--- config.mk ---
export PLATFORM = sky130hd
export DESIGN_NAME = coin_pulse_sched
export DESIGN_NICKNAME = d
export VERILOG_FILES = /design/src/rtl/coin_pulse_sched.sv
export SDC_FILE = /design/constraint.sdc
export NUM_CORES = 1
export LEC_CHECK = 0
export ABC_AREA = 1
export ABC_CLOCK_PERIOD_IN_PS = 8500
export BUFFER_PORTS_ARGS = -buffer_cell sky130_fd_sc_hd__clkbuf_2
export CORE_MARGIN = 1.5
export CORE_UTILIZATION = 65
export CTS_CLUSTER_SIZE = 10
export DETAILED_ROUTE_END_ITERATION = 8
export GPL_TIMING_DRIVEN = 0
export HOLD_SLACK_MARGIN = 0.1
export MAX_ROUTING_LAYER = met4
export PLACE_DENSITY = 0.8
export SYNTH_ARGS = -nofsm -noshare
export SYNTH_HDL_FRONTEND = slang
export SYNTH_SLANG_ARGS = --single-unit
--- constraint.sdc ---
create_clock -name sys_clk -period 8.5 [get_ports sys_clk]
set_input_delay 1.275 -clock sys_clk [delete_from_list [all_inputs] [get_ports sys_clk]]
set_output_delay 1.275 -clock sys_clk [all_outputs]
set_load 0.01 [all_outputs]
--- src/rtl/coin_pulse_sched.sv ---
// Coin pulse scheduler: queues single-cycle coin pulses from the two key
// filters and replays them one at a time to the vending FSM, with a fixed
// idle gap after each issued coin and issue held off while the FSM is busy.
module coin_pulse_sched #(
    parameter int unsigned DEPTH   = 4,
    parameter int unsigned GAP_CYC = 50000
) (
    input  logic                       sys_clk,
    input  logic                       sys_rst_n,
    input  logic                       coin_half_in,
    input  logic                       coin_one_in,
    input  logic                       vend_busy,
    input  logic                       ovf_clr,
    output logic                       po_half,
    output logic                       po_one,
    output logic [$clog2(DEPTH+1)-1:0] fifo_level,
    output logic                       overflow
);

    localparam int unsigned LW = $clog2(DEPTH + 1);
    localparam int unsigned PW = $clog2(DEPTH);
    localparam int unsigned CW = $clog2(GAP_CYC + 1);

    localparam logic [LW:0]   DEPTH_V  = DEPTH[LW:0];
    localparam logic [LW:0]   ONE_V    = {{LW{1'b0}}, 1'b1};
    localparam logic [CW-1:0] GAP_LOAD = CW'(GAP_CYC - 1);

    typedef enum logic {
        IDLE,
        GAP
    } state_t;

    state_t          state;
    logic [DEPTH-1:0] mem;        // 0 = half coin, 1 = one coin
    logic [PW-1:0]   wr_ptr;
    logic [PW-1:0]   rd_ptr;
    logic [CW-1:0]   gap_cnt;

    logic            pop;
    logic [LW:0]     free_slots;
    logic            acc_half;
    logic            acc_one;
    logic            drop;
    logic [PW-1:0]   wr_ptr_one;

    // Issue decision and push acceptance; a pop this cycle frees one slot
    always_comb begin
        pop        = (state == IDLE) && (fifo_level != '0) && !vend_busy;
        free_slots = DEPTH_V - {1'b0, fifo_level} + {{LW{1'b0}}, pop};
        acc_half   = coin_half_in && (free_slots != '0);
        acc_one    = coin_one_in &&
                     (acc_half ? (free_slots > ONE_V) : (free_slots != '0));
        drop       = (coin_half_in && !acc_half) || (coin_one_in && !acc_one);
        // half goes first when both arrive, so one lands in the next slot
        wr_ptr_one = acc_half ? (wr_ptr + PW'(1)) : wr_ptr;
    end

    // Queue storage, write pointer, occupancy and sticky overflow
    always_ff @(posedge sys_clk or negedge sys_rst_n) begin
        if (!sys_rst_n) begin
            mem        <= '0;
            wr_ptr     <= '0;
            fifo_level <= '0;
            overflow   <= 1'b0;
        end else begin
            if (acc_half) mem[wr_ptr]     <= 1'b0;
            if (acc_one)  mem[wr_ptr_one] <= 1'b1;
            wr_ptr     <= wr_ptr_one + PW'(acc_one);
            fifo_level <= fifo_level + LW'(acc_half) + LW'(acc_one) - LW'(pop);
            if (drop)
                overflow <= 1'b1;
            else if (ovf_clr)
                overflow <= 1'b0;
        end
    end

    // Issue FSM: pop head in IDLE, then hold GAP for GAP_CYC cycles
    always_ff @(posedge sys_clk or negedge sys_rst_n) begin
        if (!sys_rst_n) begin
            state   <= IDLE;
            rd_ptr  <= '0;
            gap_cnt <= '0;
            po_half <= 1'b0;
            po_one  <= 1'b0;
        end else begin
            po_half <= 1'b0;
            po_one  <= 1'b0;
            case (state)
                IDLE: begin
                    if (pop) begin
                        po_half <= !mem[rd_ptr];
                        po_one  <= mem[rd_ptr];
                        rd_ptr  <= rd_ptr + PW'(1);
                        gap_cnt <= GAP_LOAD;
                        state   <= GAP;
                    end
                end
                GAP: begin
                    if (gap_cnt == '0)
                        state <= IDLE;
                    else
                        gap_cnt <= gap_cnt - CW'(1);
                end
                default: state <= IDLE;
            endcase
        end
    end

endmodule

Word-level counts from Yosys, hierarchy flattened

Cells that the tools add are included.

Input port bits: 6
Register bits: 31
Output and inout bits: 6

Magnitude comparators: 6
Add/subtract/negate cells: 9
Mux-type cells: 22
Equality and inequality tests: 2
Bitwise operators: 4
Reduce and logical (&&, ||, !) cells: 19

Operators with widths:

| cell                                                              | count |
|---|---|
| 2-to-1 mux 16 bit                                                 | 2 |
| one-hot mux 16 bit (2 select lines)                               | 1 |
| zero test 16 bit                                                  | 1 |
| subtractor 16 x 1 -> 16 bit, second input constant                | 1 |
| 2-to-1 mux 1 bit                                                  | 12 |
| < comparator 2 x 3 -> 1 bit, second input constant                | 3 |
| logical AND 1 bit                                                 | 8 |
| 2-to-1 mux 4 bit                                                  | 2 |
| adder 3 x 1 -> 3 bit                                              | 2 |
| adder 2 x 1 -> 2 bit, second input constant                       | 2 |
| adder 4 x 1 -> 4 bit                                              | 1 |
| bitwise AND 4 bit                                                 | 1 |
| demux 1 bit (select 2 bit)                                        | 2 |
| greater-or-equal comparator 2 x 1 -> 1 bit, second input constant | 2 |
| > comparator 4 x 1 -> 1 bit, second input constant                | 1 |
| zero test 1 bit                                                   | 4 |
| inequality test 2 bit, second input constant                      | 2 |
| inverter 4 bit                                                    | 1 |
| OR 4 bit                                                          | 1 |
| AND reduction 2 bit                                               | 2 |
| nonzero test 4 bit                                                | 1 |
| subtractor 3 x 3 -> 4 bit, first input constant                   | 1 |
| nonzero test 3 bit                                                | 1 |
| subtractor 3 x 1 -> 3 bit                                         | 1 |
| other kinds (7)                                                   | 7 |

Depth between registers and ports, before layout

Depth after elaboration: 13
Gate-level depth with buffers: 17
Gate-level depth less buffers: 17

Worst setup path after synthesis

Ideal clock, no wire load.

Path type: input port to flip-flop
From: in vend_busy
To: reg fifo_level[1]
Data arrival time: 3.687 ns
Library setup time: 0.135 ns
Stages on the path: 12
Setup slack: 4.677 ns
Data required time: 8.365 ns
Cell sequence: nor3_4 -> inv_2 -> ha_1 -> inv_1 -> ha_1 -> nor2_1 -> nand3_2 -> nand2_1 -> ha_1 -> fa_1 -> inv_1 -> fa_1

Word-level cells in the longest chain between the ends: 9
Elaborated cells between the ends (all ways): 11

Ends and longest elaborated chain:

| what                                                                         | line | RTL |
|---|---|---|
| start, declared                                                              | 12   | `input logic vend_busy,` |
| zero test 1 bit *                                                            | 48   | `pop = (state == IDLE) && (fifo_level != '0) && !vend_busy;` |
| logical AND 1 bit *                                                          | 48   |  |
| parallel branches: the longest is 6 deep, another holds adder 4 x 1 -> 4 bit | -    |  |
| subtractor 3 x 1 -> 3 bit *                                                  | 69   | `fifo_level <= fifo_level + LW'(acc_half) + LW'(acc_one) - LW'(pop);` |
| end signal, assigned                                                         | 69   |  |
| end, declared                                                                | 16   | `output logic [$clog2(DEPTH+1)-1:0] fifo_level,` |

Mark *: on every way between the ends.
A chain may end at the register's enable or synchronous reset.

Worst setup path in the final report

Same ends and word-level chain as after synthesis.

==> results.py <==
metrics = {
    "logic_synthesis": {
        "async_reset_ff_frac": 1.00,
        "synth_top_family_by_area": "simple AND/OR/NAND/NOR gates",
        "synth_adder_area_share": 0.0839,
        "synth_edf_count": 0,
        "synth_top_cells_by_count": "72 x nand2_1, 34 x inv_1, 31 x dfrtp_1",
        "synthXorXnorAreaFrac": 0.0356,
        "yosysMostFrequentCell": "nand2_1",
        "postSynthCellCount": 255,
        "synthMuxAreaShare": 0,
        "syn_nets": 273,
        "ys_top_cells_by_area": "dfrtp_1 39%, nand2_1 14%, inv_1 6.5%, ha_1 6.4%, nand3_1 6.1%",
        "ys_types": 32,
        "syn_area_mm2": 0.00197,
        "ys.flop_type": "dfrtp_1",
        "yosys.area.top_type_share": 0.394,
        "synthSimpleGateAreaFrac": 0.335,
        "synth_compound_area_frac": 0.0597,
        "ys_warn_count": 0,
        "yosys_register_bits": 31,
        "ys_seq_area_frac": 0.394,
        "synth_area_per_cell_um2": 7.72,
        "synth_area_leader_cell": "dfrtp_1",
    },
    "detailed_routing": {
        "ant_nets": 0,
        "viasPerCell": 5.24,
        "routed_wl_um": 3830,
        "vias": 1589,
        "drtPass1Iterations": 6,
        "route.detailed.drc": 1,
        "wl_per_cell_um": 12.6,
        "drtIter0Drc": 55,
    },
    "run": {
        "drv_cap": 0,
    },
    "floorplanning": {
        "die_h_um": 58.0,
        "rows": 19,
        "initial_core_util": 0.702,
        "ios": 12,
        "fp.coreArea_mm2": 0.00281,
        "die_w_um": 58.0,
        "dieArea_mm2": 0.00337,
    },
    "cts": {
        "cts_tree": "done",
        "clk_pin_slew_ns": 0.10,
        "clock-sinks": 31,
        "hold_buffers": 0,
        "post_cts_buffers": 0,
        "cts_root_buf": "clkbuf_4",
        "cts_buffers": 5,
        "cts_max_path_buffers": 2,
        "htree_levels": 2,
        "ctsResizeCount": 0,
        "clkLatencyLatePin_ns": 0.34,
    },
    "timing": {
        "rsz0062_at_grt": "false",
        "fmax_mhz": 256,
        "fin_crit_sh": 0.459,
        "skew_ns": 0.00949,
        "layout_setup_ws_ns": 4.60,
        "setup-tns-final_ns": 0,
        "min_period_ns": 3.90,
        "hold_violations": 0,
        "slew_violations": 0,
        "tightest_slew_ns": 0.767,
        "setup-violations-final": 0,
        "max_slew_margin": 0.489,
    },
    "setup_path": {
        "worst_ep_arrival_time_ns": 4.12,
        "crit_type": "in2reg",
        "end_kind": "register",
        "start_kind": "input port",
        "crit_fanout": 10,
        "cp.required_ns": 8.72,
    },
    "layout": {
        "areaGrowthSynthToFinish_pct": 7.37,
        "n_antenna_cell": 0,
        "fin_cells": 303,
        "fin_nets": 290,
        "layout-drive-gt1-share": 0.154,
    },
    "grt": {
        "grt_pass1_wl_um": 6610,
        "antenna_found_initial": 0,
        "grt_pass1_vias": 1457,
        "grt-ovfl-total": 0,
        "grt_max_degree": 32,
        "grt_usage": 0.277,
    },
    "power_and_ir_drop": {
        "power_density_mw_per_mm2": 294,
        "finalPower_uw": 621,
        "leakagePower_nw": 1.11,
        "ir_drop_v": 0.000181,
    },
    "placed_design": {
        "dp.cells": 296,
        "place_ws_ns": 4.25,
        "io_buffers": 10,
        "dp_hpwl_um": 2890,
        "place.gp.congestion": 0.898,
    },
    "run_status": {
        "status": "finished with violations",
        "failed_checks": "design-rule violations",
    },
    "hold_path": {
        "hold_path.class": "reg2reg",
    },
}
## cells in the final DEF (no fill, tap or decap), types with 2 or more instances in the layout
master / instances
buf_2: 2
o21ai_2: 5
nand4_1: 4
nor3_1: 2
fa_1: 2
clkbuf_2: 10
a21oi_1: 2
o21ai_1: 2
nor2_2: 2
nor2_1: 29
clkbuf_4: 5
nand2_2: 4
nand3_2: 3
dfrtp_1: 31
xor2_1: 7
nand3_1: 24
inv_1: 34
o21ai_0: 6
nand2_1: 72
ha_1: 10
## cell type report
class,count,area (um^2)
Inverter,35,131
Clock buffer,6,51.3
Fill cell,216,691
Multi-Input combinational cell,184,1010
Buffer,5,48.8
Clock inverter,1,5.00
Timing Repair Buffer,10,50.0
Tap cell,31,38.8
Sequential cell,31,776
## per-layer routing
| layer | up-vias | wire length (um) | track usage |
|---|---|---|---|
| li1 | 836 | - | - |
| met1 | 719 | 1900 | 0.389 |
| met2 | 27 | 1730 | 0.390 |
| met3 | 7 | 142 | 0.0714 |
| met4 | 0 | 55 | 0.0997 |
| met5 | - | 0 | - |
## registers in the layout (all words and copies together) (netlist names)
name and cells:
overflow 1, po_one 1, gap_cnt 16, po_half 1
wr_ptr 2, state 1, fifo_level 3, rd_ptr 2
mem 4
## per-stage QoR
stage	instance area [um^2]	hold WS, ns	utilization
3_5_place_dp	2060	0.466	0.734
5_1_grt	2110	0.500	0.754
6_report	2110	0.484	0.754
4_1_cts	2110	0.489	0.754
2_1_floorplan	1970	0.444	-
3_3_place_gp	2060	0.468	0.734
## report_power, final
group | switching [mW] | leakage (nW) | internal [mW]
registers | 0.0477 | 0.376 | 0.197
logic | 0.177 | 0.704 | 0.111
clock network | 0.0507 | 0.0341 | 0.0383
## kinds of logic after synthesis
group                    count (synthesis)
buffers and inverters                   40
AND/OR/NAND/NOR                        146
adder cells (fa/ha/maj)                 12
AO/OA/AOI/OAI                           18
flip-flops                              31
XOR/XNOR                                 8
## critical path: stages
cell and delay, ns:
clkbuf_2 0.10, nor3_4 0.33, inv_2 0.17, ha_1 0.21
inv_1 0.07, ha_1 0.23, nor2_1 0.14, nand3_2 0.20
nand2_1 0.23, ha_1 0.28, fa_1 0.40, inv_1 0.08
fa_1 0.40
## path summary, 6_finish.rpt
check / startpoint / endpoint / slack (ns) / depth (start not counted)
worst max-delay path: vend_busy / fifo_level[1] / 4.60 / 13
worst min-delay path: mem[2] / mem[2] / 0.48 / 2
worst max register to register: fifo_level[2] / fifo_level[1] / 5.01 / 13
worst min register to register: mem[2] / mem[2] / 0.48 / 2
max in group asynchronous: sys_rst_n / gap_cnt[7] / 7.02 / 1
min in group asynchronous: sys_rst_n / gap_cnt[9] / 0.99 / 1
Power figures use the tool's default switching activity.
